<file path="config.mk">
export PLATFORM = sky130hd
export DESIGN_NAME = uart_host_command_issuer
export DESIGN_NICKNAME = d
export VERILOG_FILES = /design/src/rtl/uart_host_command_issuer_pkg.sv /design/src/rtl/uart_host_command_issuer_word_serializer.sv /design/src/rtl/uart_host_command_issuer.sv
export SDC_FILE = /design/constraint.sdc
export NUM_CORES = 1
export LEC_CHECK = 0
export ABC_AREA = 1
export CAP_MARGIN = 30
export CORE_UTILIZATION = 60
export CTS_CLUSTER_SIZE = 40
export DETAILED_ROUTE_END_ITERATION = 16
export DONT_BUFFER_PORTS = 1
export PLACE_DENSITY = 0.76
export SLEW_MARGIN = 20
export SYNTH_ARGS = -nofsm -noshare
export SYNTH_HDL_FRONTEND = slang
export SYNTH_SLANG_ARGS = --single-unit
</file>
<file path="constraint.sdc">
create_clock -name iClock -period 1.89 [get_ports iClock]
set_input_delay 0.189 -clock iClock [delete_from_list [all_inputs] [get_ports iClock]]
set_output_delay 0.189 -clock iClock [all_outputs]
set_load 0.02 [all_outputs]
</file>
<file path="src/rtl/uart_host_command_issuer_pkg.sv">
// Shared definitions for the UART host command issuer: device-id width, command
// encodings, header field positions and the issuer FSM state type.
package uart_host_command_issuer_pkg;

    localparam int UART_DEV_ADDR_SZ = 4;

    localparam logic UART_READ  = 1'b0;
    localparam logic UART_WRITE = 1'b1;

    localparam int HDR_WRITE_BIT = 31;
    localparam int HDR_DEV_LSB   = 24;
    localparam int HDR_ADDR_LSB  = 0;

    typedef enum logic [2:0] {
        ST_IDLE      = 3'd0,
        ST_SEND_HDR  = 3'd1,
        ST_SEND_DATA = 3'd2,
        ST_WAIT_RSP  = 3'd3,
        ST_DONE      = 3'd4
    } state_t;

    // Bits 30:28 and 23:16 stay zero.
    function automatic logic [31:0] make_header(
        input logic                        write,
        input logic [UART_DEV_ADDR_SZ-1:0] dev,
        input logic [15:0]                 addr
    );
        logic [31:0] h;
        h = '0;
        h[HDR_WRITE_BIT]                        = write;
        h[HDR_DEV_LSB +: UART_DEV_ADDR_SZ]      = dev;
        h[HDR_ADDR_LSB +: 16]                   = addr;
        return h;
    endfunction

endpackage

</file>
<file path="src/rtl/uart_host_command_issuer_word_serializer.sv">
// Shifts a 32-bit word out MSB byte first over a valid/ready byte stream.
// A byte moves when valid & ready; the byte stays stable while valid & !ready.
module UartWordSerializer (
    input  logic        clk,
    input  logic        reset_n,
    input  logic        load,
    input  logic [31:0] word,
    input  logic        last,
    input  logic        ready,
    output logic        valid,
    output logic [7:0]  tx_byte
);

    logic [31:0] shreg;
    logic        valid_q;

    // A load wins over the final shift so back-to-back words leave no gap.
    always_ff @(posedge clk) begin
        if (!reset_n) begin
            shreg   <= 32'h0;
            valid_q <= 1'b0;
        end else if (load) begin
            shreg   <= word;
            valid_q <= 1'b1;
        end else if (valid_q && ready) begin
            shreg <= {shreg[23:0], 8'h00};
            if (last) begin
                valid_q <= 1'b0;
            end
        end
    end

    assign valid   = valid_q;
    assign tx_byte = shreg[31:24];

endmodule

</file>
<file path="src/rtl/uart_host_command_issuer.sv">
// Issues one header (+ write data) command over a byte stream and collects the
// 4-byte response. Optional response timeout: define UART_HOST_TIMEOUT_EN.
module uart_host_command_issuer
    import uart_host_command_issuer_pkg::*;
#(
    parameter int TIMEOUT_CYCLES = 65535
) (
    input  logic                        iClock,
    input  logic                        iReset,
    input  logic                        iCmdValid,
    output logic                        oCmdReady,
    input  logic                        iCmdWrite,
    input  logic [UART_DEV_ADDR_SZ-1:0] iCmdDevAddr,
    input  logic [15:0]                 iCmdMemAddr,
    input  logic [31:0]                 iCmdData,
    output logic                        oTxByteValid,
    output logic [7:0]                  oTxByte,
    input  logic                        iTxByteReady,
    input  logic                        iRxByteValid,
    input  logic [7:0]                  iRxByte,
    output logic                        oRspValid,
    output logic [31:0]                 oRspData,
    output logic                        oBusy,
    output logic                        oTimeout
);

    state_t      state, state_nxt;
    logic [1:0]  cnt, cnt_nxt;
    logic        is_write_q;
    logic [31:0] data_q;
    logic [31:0] rsp_shift;
    logic [31:0] rsp_q;
    logic        tx_fire;
    logic        rx_take;
    logic        ser_load;
    logic [31:0] ser_word;
    logic        ser_valid;
    logic [7:0]  ser_byte;
    logic        timeout_hit;

    assign tx_fire = ser_valid && iTxByteReady;
    assign rx_take = (state == ST_WAIT_RSP) && iRxByteValid;

`ifdef UART_HOST_TIMEOUT_EN
    logic [31:0] idle_cnt;

    // Held at zero outside WAIT_RSP, so every entry into WAIT_RSP starts fresh.
    always_ff @(posedge iClock) begin
        if (!iReset) begin
            idle_cnt <= 32'h0;
        end else if ((state != ST_WAIT_RSP) || iRxByteValid) begin
            idle_cnt <= 32'h0;
        end else begin
            idle_cnt <= idle_cnt + 32'd1;
        end
    end

    assign timeout_hit = (state == ST_WAIT_RSP) && !iRxByteValid &&
                         (idle_cnt == 32'(TIMEOUT_CYCLES));
`else
    assign timeout_hit = (TIMEOUT_CYCLES < 0);
`endif

    always_comb begin
        state_nxt = state;
        cnt_nxt   = cnt;
        ser_load  = 1'b0;
        ser_word  = data_q;
        case (state)
            ST_IDLE: begin
                if (iCmdValid) begin
                    ser_load  = 1'b1;
                    ser_word  = make_header(iCmdWrite, iCmdDevAddr, iCmdMemAddr);
                    cnt_nxt   = 2'd0;
                    state_nxt = ST_SEND_HDR;
                end
            end
            ST_SEND_HDR: begin
                if (tx_fire) begin
                    cnt_nxt = cnt + 2'd1;
                    if (cnt == 2'd3) begin
                        if (is_write_q == UART_WRITE) begin
                            ser_load  = 1'b1;
                            state_nxt = ST_SEND_DATA;
                        end else begin
                            state_nxt = ST_WAIT_RSP;
                        end
                    end
                end
            end
            ST_SEND_DATA: begin
                if (tx_fire) begin
                    cnt_nxt = cnt + 2'd1;
                    if (cnt == 2'd3) begin
                        state_nxt = ST_WAIT_RSP;
                    end
                end
            end
            ST_WAIT_RSP: begin
                if (timeout_hit) begin
                    cnt_nxt   = 2'd0;
                    state_nxt = ST_IDLE;
                end else if (iRxByteValid) begin
                    cnt_nxt = cnt + 2'd1;
                    if (cnt == 2'd3) begin
                        state_nxt = ST_DONE;
                    end
                end
            end
            ST_DONE: begin
                state_nxt = ST_IDLE;
            end
            default: begin
                state_nxt = ST_IDLE;
            end
        endcase
    end

    always_ff @(posedge iClock) begin
        if (!iReset) begin
            state      <= ST_IDLE;
            cnt        <= 2'd0;
            is_write_q <= 1'b0;
            data_q     <= 32'h0;
            rsp_shift  <= 32'h0;
            rsp_q      <= 32'h0;
        end else begin
            state <= state_nxt;
            cnt   <= cnt_nxt;
            if ((state == ST_IDLE) && iCmdValid) begin
                is_write_q <= iCmdWrite;
                data_q     <= iCmdData;
            end
            if (rx_take) begin
                rsp_shift <= {rsp_shift[23:0], iRxByte};
                if (cnt == 2'd3) begin
                    rsp_q <= {rsp_shift[23:0], iRxByte};
                end
            end
        end
    end

    UartWordSerializer u_serializer (
        .clk     (iClock),
        .reset_n (iReset),
        .load    (ser_load),
        .word    (ser_word),
        .last    (cnt == 2'd3),
        .ready   (iTxByteReady),
        .valid   (ser_valid),
        .tx_byte (ser_byte)
    );

    // Outputs are forced to their idle values while reset is held low.
    assign oCmdReady    = (state == ST_IDLE) || !iReset;
    assign oBusy        = !oCmdReady;
    assign oTxByteValid = ser_valid && iReset;
    assign oTxByte      = iReset ? ser_byte : 8'h00;
    assign oRspValid    = (state == ST_DONE) && iReset;
    assign oRspData     = iReset ? rsp_q : 32'h0;
    assign oTimeout     = timeout_hit && iReset;

endmodule

</file>
; Yosys cells after proc, flatten, opt, wreduce, memory -nomap -nowiden
; Index checks and enable logic that the tools add are counted.
[op_classes]
add_sub_neg = 1
reduce_logical = 17
eq_ne = 13
n_mux = 27
[op_table]
columns = cell, n
row1 = two-way mux 32 bit, 5
row2 = two-way mux 3 bit, 7
row3 = one-hot mux 3 bit (4 select lines), 1
row4 = two-way mux 1 bit, 8
row5 = two-way mux 8 bit, 1
row6 = "!= test 2 x 1 -> 1 bit, second input constant", 4
row7 = "!= test 2 bit, second input constant", 4
row8 = AND reduction 7 bit, 1
row9 = "equality test 3 x 2 -> 1 bit, second input constant", 2
row10 = two-way mux 2 bit, 3
row11 = one-hot mux 2 bit (3 select lines), 1
row12 = logical AND 1 bit, 5
row13 = AND reduction 2 bit, 2
row14 = AND reduction 4 bit, 1
row15 = nonzero test 2 bit, 2
row16 = "equality test 3 x 1 -> 1 bit, second input constant", 1
row17 = "equality test 3 bit, second input constant", 1
row18 = logical NOT 3 bit, 1
row19 = nonzero test 3 bit, 1
row20 = "adder 2 x 1 -> 2 bit, second input constant", 1
row21 = "equality test 2 bit, second input constant", 1
row22 = logical NOT 1 bit, 2
row23 = one-hot mux 1 bit (2 select lines), 1
row24 = OR reduction 2 bit, 1
row25 = logical OR 1 bit, 1
[word_totals]
in_bits = 66
ff_bits = 127
output_inout_bits = 45
elab_cells = 66

; Longest topological paths before layout
[depth]
ltp_word = 6
depth_mapped = 11
depth_no_buf = 9

; Modules after synthesis
; A second synthesis with hierarchy kept.
[unflattened]
hier_cells = 786
hier_area_um2 = 5676.7
[by_module_without_submodules]
columns = mod, cells_each, area_per_inst_um2, instances
row1 = uart_host_command_issuer, 552, 3860.0, 1
row2 = UartWordSerializer, 234, 1816.7, 1

; Worst setup path after synthesis
; Ideal clock, no wire load.
[synth_path]
path_kind = register -> output
from = reg state[2]
to = out oCmdReady
path_stages_with_launch = 6
n_path_buf = 0
setup_slack_ns = 0.360
arrival_time_ns = 1.341
path_cell_list = dfxtp_1 -> inv_2 -> nand2_1 -> inv_1 -> nor2_1 -> inv_1
[synth_via]
elab_chain_cells = 2
[synth_lines]
columns = element, line
row1 = "start, declared", uart_host_command_issuer.sv:27  ; state_t state, state_nxt;
row2 = "start signal, assigned", uart_host_command_issuer.sv:128  ; state <= state_nxt;
row3 = logical NOT 3 bit, uart_host_command_issuer.sv:155  ; assign oCmdReady = (state == ST_IDLE) || !iReset;
row4 = logical OR 1 bit, uart_host_command_issuer.sv:155
row5 = "end, declared", uart_host_command_issuer.sv:11  ; output logic oCmdReady,
; Every way passes these cells.

; Worst setup path after layout
[layout_path]
from = in iReset
to = out oRspValid
[layout_via]
elab_chain_cells = 1
[layout_lines]
columns = element, line
row1 = "start, declared", uart_host_command_issuer.sv:9  ; input logic iReset,
row2 = logical AND 1 bit, uart_host_command_issuer.sv:159  ; assign oRspValid = (state == ST_DONE) && iReset;
row3 = "end, declared", uart_host_command_issuer.sv:21  ; output logic oRspValid,
; Every way passes these cells.

==> out/results.tsv <==
stage	metric	value	unit
route	vias per inst	5.427	
timing	Least-Margin Pin Slew	0.5802	ns
timing	Final Critical Period	1.805	ns
clock_network	Max Root-Sink Buffers	2	
worst_setup_path	CP top delay family	buffers and inverters	
global_routing	gr ovfl total	0	
logic_synthesis	syn_nets	880	
cells_and_area	n_diodes	0	
global_routing	vias in the first global route	5108	
logic_synthesis	library cells used by synthesis	29	
cells_and_area	Post-Route Utilization	76.25	%
route	DR WL/cell	14.65	um
logic_synthesis	sequential share of the synthesized area	45.35	%
worst_setup_path	crit path capture type	primary output	
timing	# setup viols final	0	
placed_design	Placed Area	5582	sq um
cells_and_area	Cell Count, Final, Fillers Out	978	
floorplan	Die Y	98.67	um
worst_setup_path	CP required	1.70	ns
worst_setup_path	Max Fanout on Critical Path	47	
clock_network	root buf cell	clkbuf_8	
timing	Max Slew Vio Count	0	
logic_synthesis	Ys Warns	0	
worst_setup_path	WS Path Type	primary input to primary output	
timing	Max Freq	0.5539	GHz
placed_design	Routability Congestion	0.8794	
global_routing	initial antenna violation count	0	
logic_synthesis	syn avg cell area	6.896	sq um
floorplan	area of the die	9735	sq um
route	post-route ant nets	0	
placed_design	PortBufs	0	
floorplan	# IOs	111	
timing	fin crit share	95.51	%
worst_setup_path	Setup crit start kind	primary input	
placed_design	Cells after DPL	888	
pwr	Power Density	1317	nW/um^2
timing	RSZ-0062 raised after global routing	no	
route	Initial DRT Pass Iterations	5	
clock_network	H-tree depth	4	
cells_and_area	Layout Nets	924	
placed_design	Post-Place Setup Slack	0.2211	ns
placed_design	Detailed Place HPWL	8553	um
route	Total Wirelength	14320	um
run	max_cap viols	0	
clock_network	number of buffers created by CTS	17	
floorplan	Die Span X	98.67	um
worst_setup_path	worst-path cell chain	dlygate4sd3_1 -> buf_12 -> inv_4 -> nor3_1 -> buf_4	
clock_network	TritonCTS clock tree	built	
timing	Final Skew	0.009106	ns
global_routing	first-pass GRT wire length	23780	um
worst_setup_path	WP data arrival	1.62	ns
timing	final hold violations	0	
route	Iteration-0 DRC Markers	363	
worst_hold_path	hold crit path type	primary input to register	
global_routing	gr usage total	31.34	%
worst_setup_path	Worst path max stage delay	0.60	ns
floorplan	Initial Utilization	63.06	%
clock_network	sink count of the clock tree	127	
logic_synthesis	area of the mapped netlist	5607	sq um
route	Residual DRC	0	
logic_synthesis	Seq cells post-synth	127	
route	vias post-DR	5308	
timing	post-route worst setup slack	0.08477	ns
floorplan	core area	8891	sq um
global_routing	pin count of the biggest net entering global routing	60	
timing	Max-slew headroom	61.26	%
cells_and_area	share of layout cells above drive strength 1	9.540	%
logic_synthesis	cell count after synthesis	813	
clock_network	Clk Latency, worst-skew pair	0.52	ns
pwr	leakage dissipation	3.355	nW
worst_setup_path	WP buf/inv	4	
clock_network	Worst-path clk slew	0.06	ns
cells_and_area	fillers	647	
outcome	outcome	finished, final reports clean	
timing	TNS Setup	0	ns
pwr	Max VDD drop	0.7332	mV
floorplan	num rows	34	
cells_and_area	fin area	6779	sq um
cells_and_area	area growth from synthesis to layout	20.91	%
worst_setup_path	Slowest cell on crit path	dlygate4sd3_1	
-- flip-flops by register name, summed over array words and instances (netlist names) --
register / cells
is_write_q: 1
state: 3
rsp_q: 32
cnt: 2
data_q: 32
rsp_shift: 24
u_serializer.shreg: 32
u_serializer.valid: 1
-- area by class of cell --
class / count / area [sq um] / share of cell area (%)
Inverter: 91 / 344.1 / 5.076
Timing Repair Buffer: 71 / 720.7 / 10.63
Multi-Input combinational cell: 549 / 2430 / 35.84
Clock inverter: 12 / 158.9 / 2.344
Tap cell: 108 / 135.1 / 1.993
Sequential cell: 127 / 2545 / 37.54
Clock buffer: 20 / 445.4 / 6.571
-- tightest hold or removal path, stage by stage --
cell and delay [ns]:
nand2_1 0.03, nand2_1 0.08, nand2_1 0.07, nand2_1 0.08, nand2_1 0.05, inv_1 0.04
-- cells in the mapped netlist (all sizes together) --
cell	number	area, sq um
buf	28	227.7
nor2	86	379.1
a31oi	9	56.30
clkinv	1	3.750
o21ai	13	65.06
ha	1	12.51
nand3	32	177.7
clkbuf	18	67.56
nand2	295	1137
a21oi	99	514.2
dfxtp	127	2542
nand4	10	62.56
o22ai	1	6.260
conb	1	3.750
inv	90	337.8
nor3	1	5.000
nor3b	1	7.510
-- worst paths after layout --
kind	startpoint	cells past startpoint	to	slack (ns)
max	iReset	5	oRspValid	0.08
min	iCmdMemAddr[11]	6	u_serializer.shreg[11]	0.04
max reg2reg	state[0]	9	u_serializer.shreg[20]	0.14
min reg2reg	rsp_q[21]	2	rsp_q[21]	0.46
-- routing by layer --
layer	share of wire (%)	wire (um)	global-route usage, %	vias to the layer above
met5	0	0	0	-
met4	2.4	346	13.66	0
met3	7.8	1117	8.227	32
met2	47	6697	51.63	246
met1	43	6162	38.85	2408
li1	-	-	-	2622
-- timing repair --
action | CTS | global route
gates resized for setup | 3 | 3
setup endpoints to repair | 2 | 3
endpoints found under the hold margin | 98 | 0
buffers inserted | 0 | 2
pin swaps | 0 | 2
gates cloned | 0 | 0
hold buffers | 56 | 0
-- power by group --
part / total (mW) / switching [mW] / internal (mW)
Combinational: 2.40 / 1.60 / 0.799
Clock: 3.31 / 1.22 / 2.09
Sequential: 3.22 / 0.200 / 3.02
Total: 8.93 / 3.02 / 5.90
-- per-stage QoR --
| step | hold WS, ns | power (mW) |
|---|---|---|
| 6_report | 0.04389 | 8.926 |
| 5_1_grt | 0.04922 | 9.413 |
| 4_1_cts | 0.01787 | 8.824 |
| 3_5_place_dp | 0.2984 | 5.407 |
| 3_3_place_gp | 0.2958 | 5.320 |
| 2_1_floorplan | 0.3319 | 4.999 |
-- cells in the final DEF, fill, tap and decap left out, types with 4 or more instances in the layout --
| cell type | netlist | final |
|---|---|---|
| nand2_1 | 289 | 288 |
| dfxtp_1 | 127 | 125 |
| a21oi_1 | 94 | 94 |
| inv_1 | 84 | 83 |
| nor2_1 | 73 | 73 |
| dlygate4sd3_1 | 0 | 55 |
| nand3_1 | 30 | 30 |
| clkbuf_16 | 0 | 16 |
| buf_4 | 10 | 12 |
| nor2_2 | 10 | 10 |
| nand4_1 | 10 | 10 |
| o21ai_0 | 9 | 9 |
| a31oi_1 | 9 | 9 |
| inv_2 | 6 | 6 |
| a21oi_2 | 5 | 5 |
| nand2_2 | 3 | 4 |
| o21ai_1 | 4 | 4 |
| buf_12 | 0 | 4 |
-- cell families after synthesis --
group | synth area share (%)
AND/OR/NAND/NOR | 31.56
other | 0.06689
flip-flops | 45.35
AO/OA/AOI/OAI | 11.45
adder cells (fa/ha/maj) | 0.2231
buffers and inverters | 11.36
No activity file was read; power rests on OpenSTA's default activity.
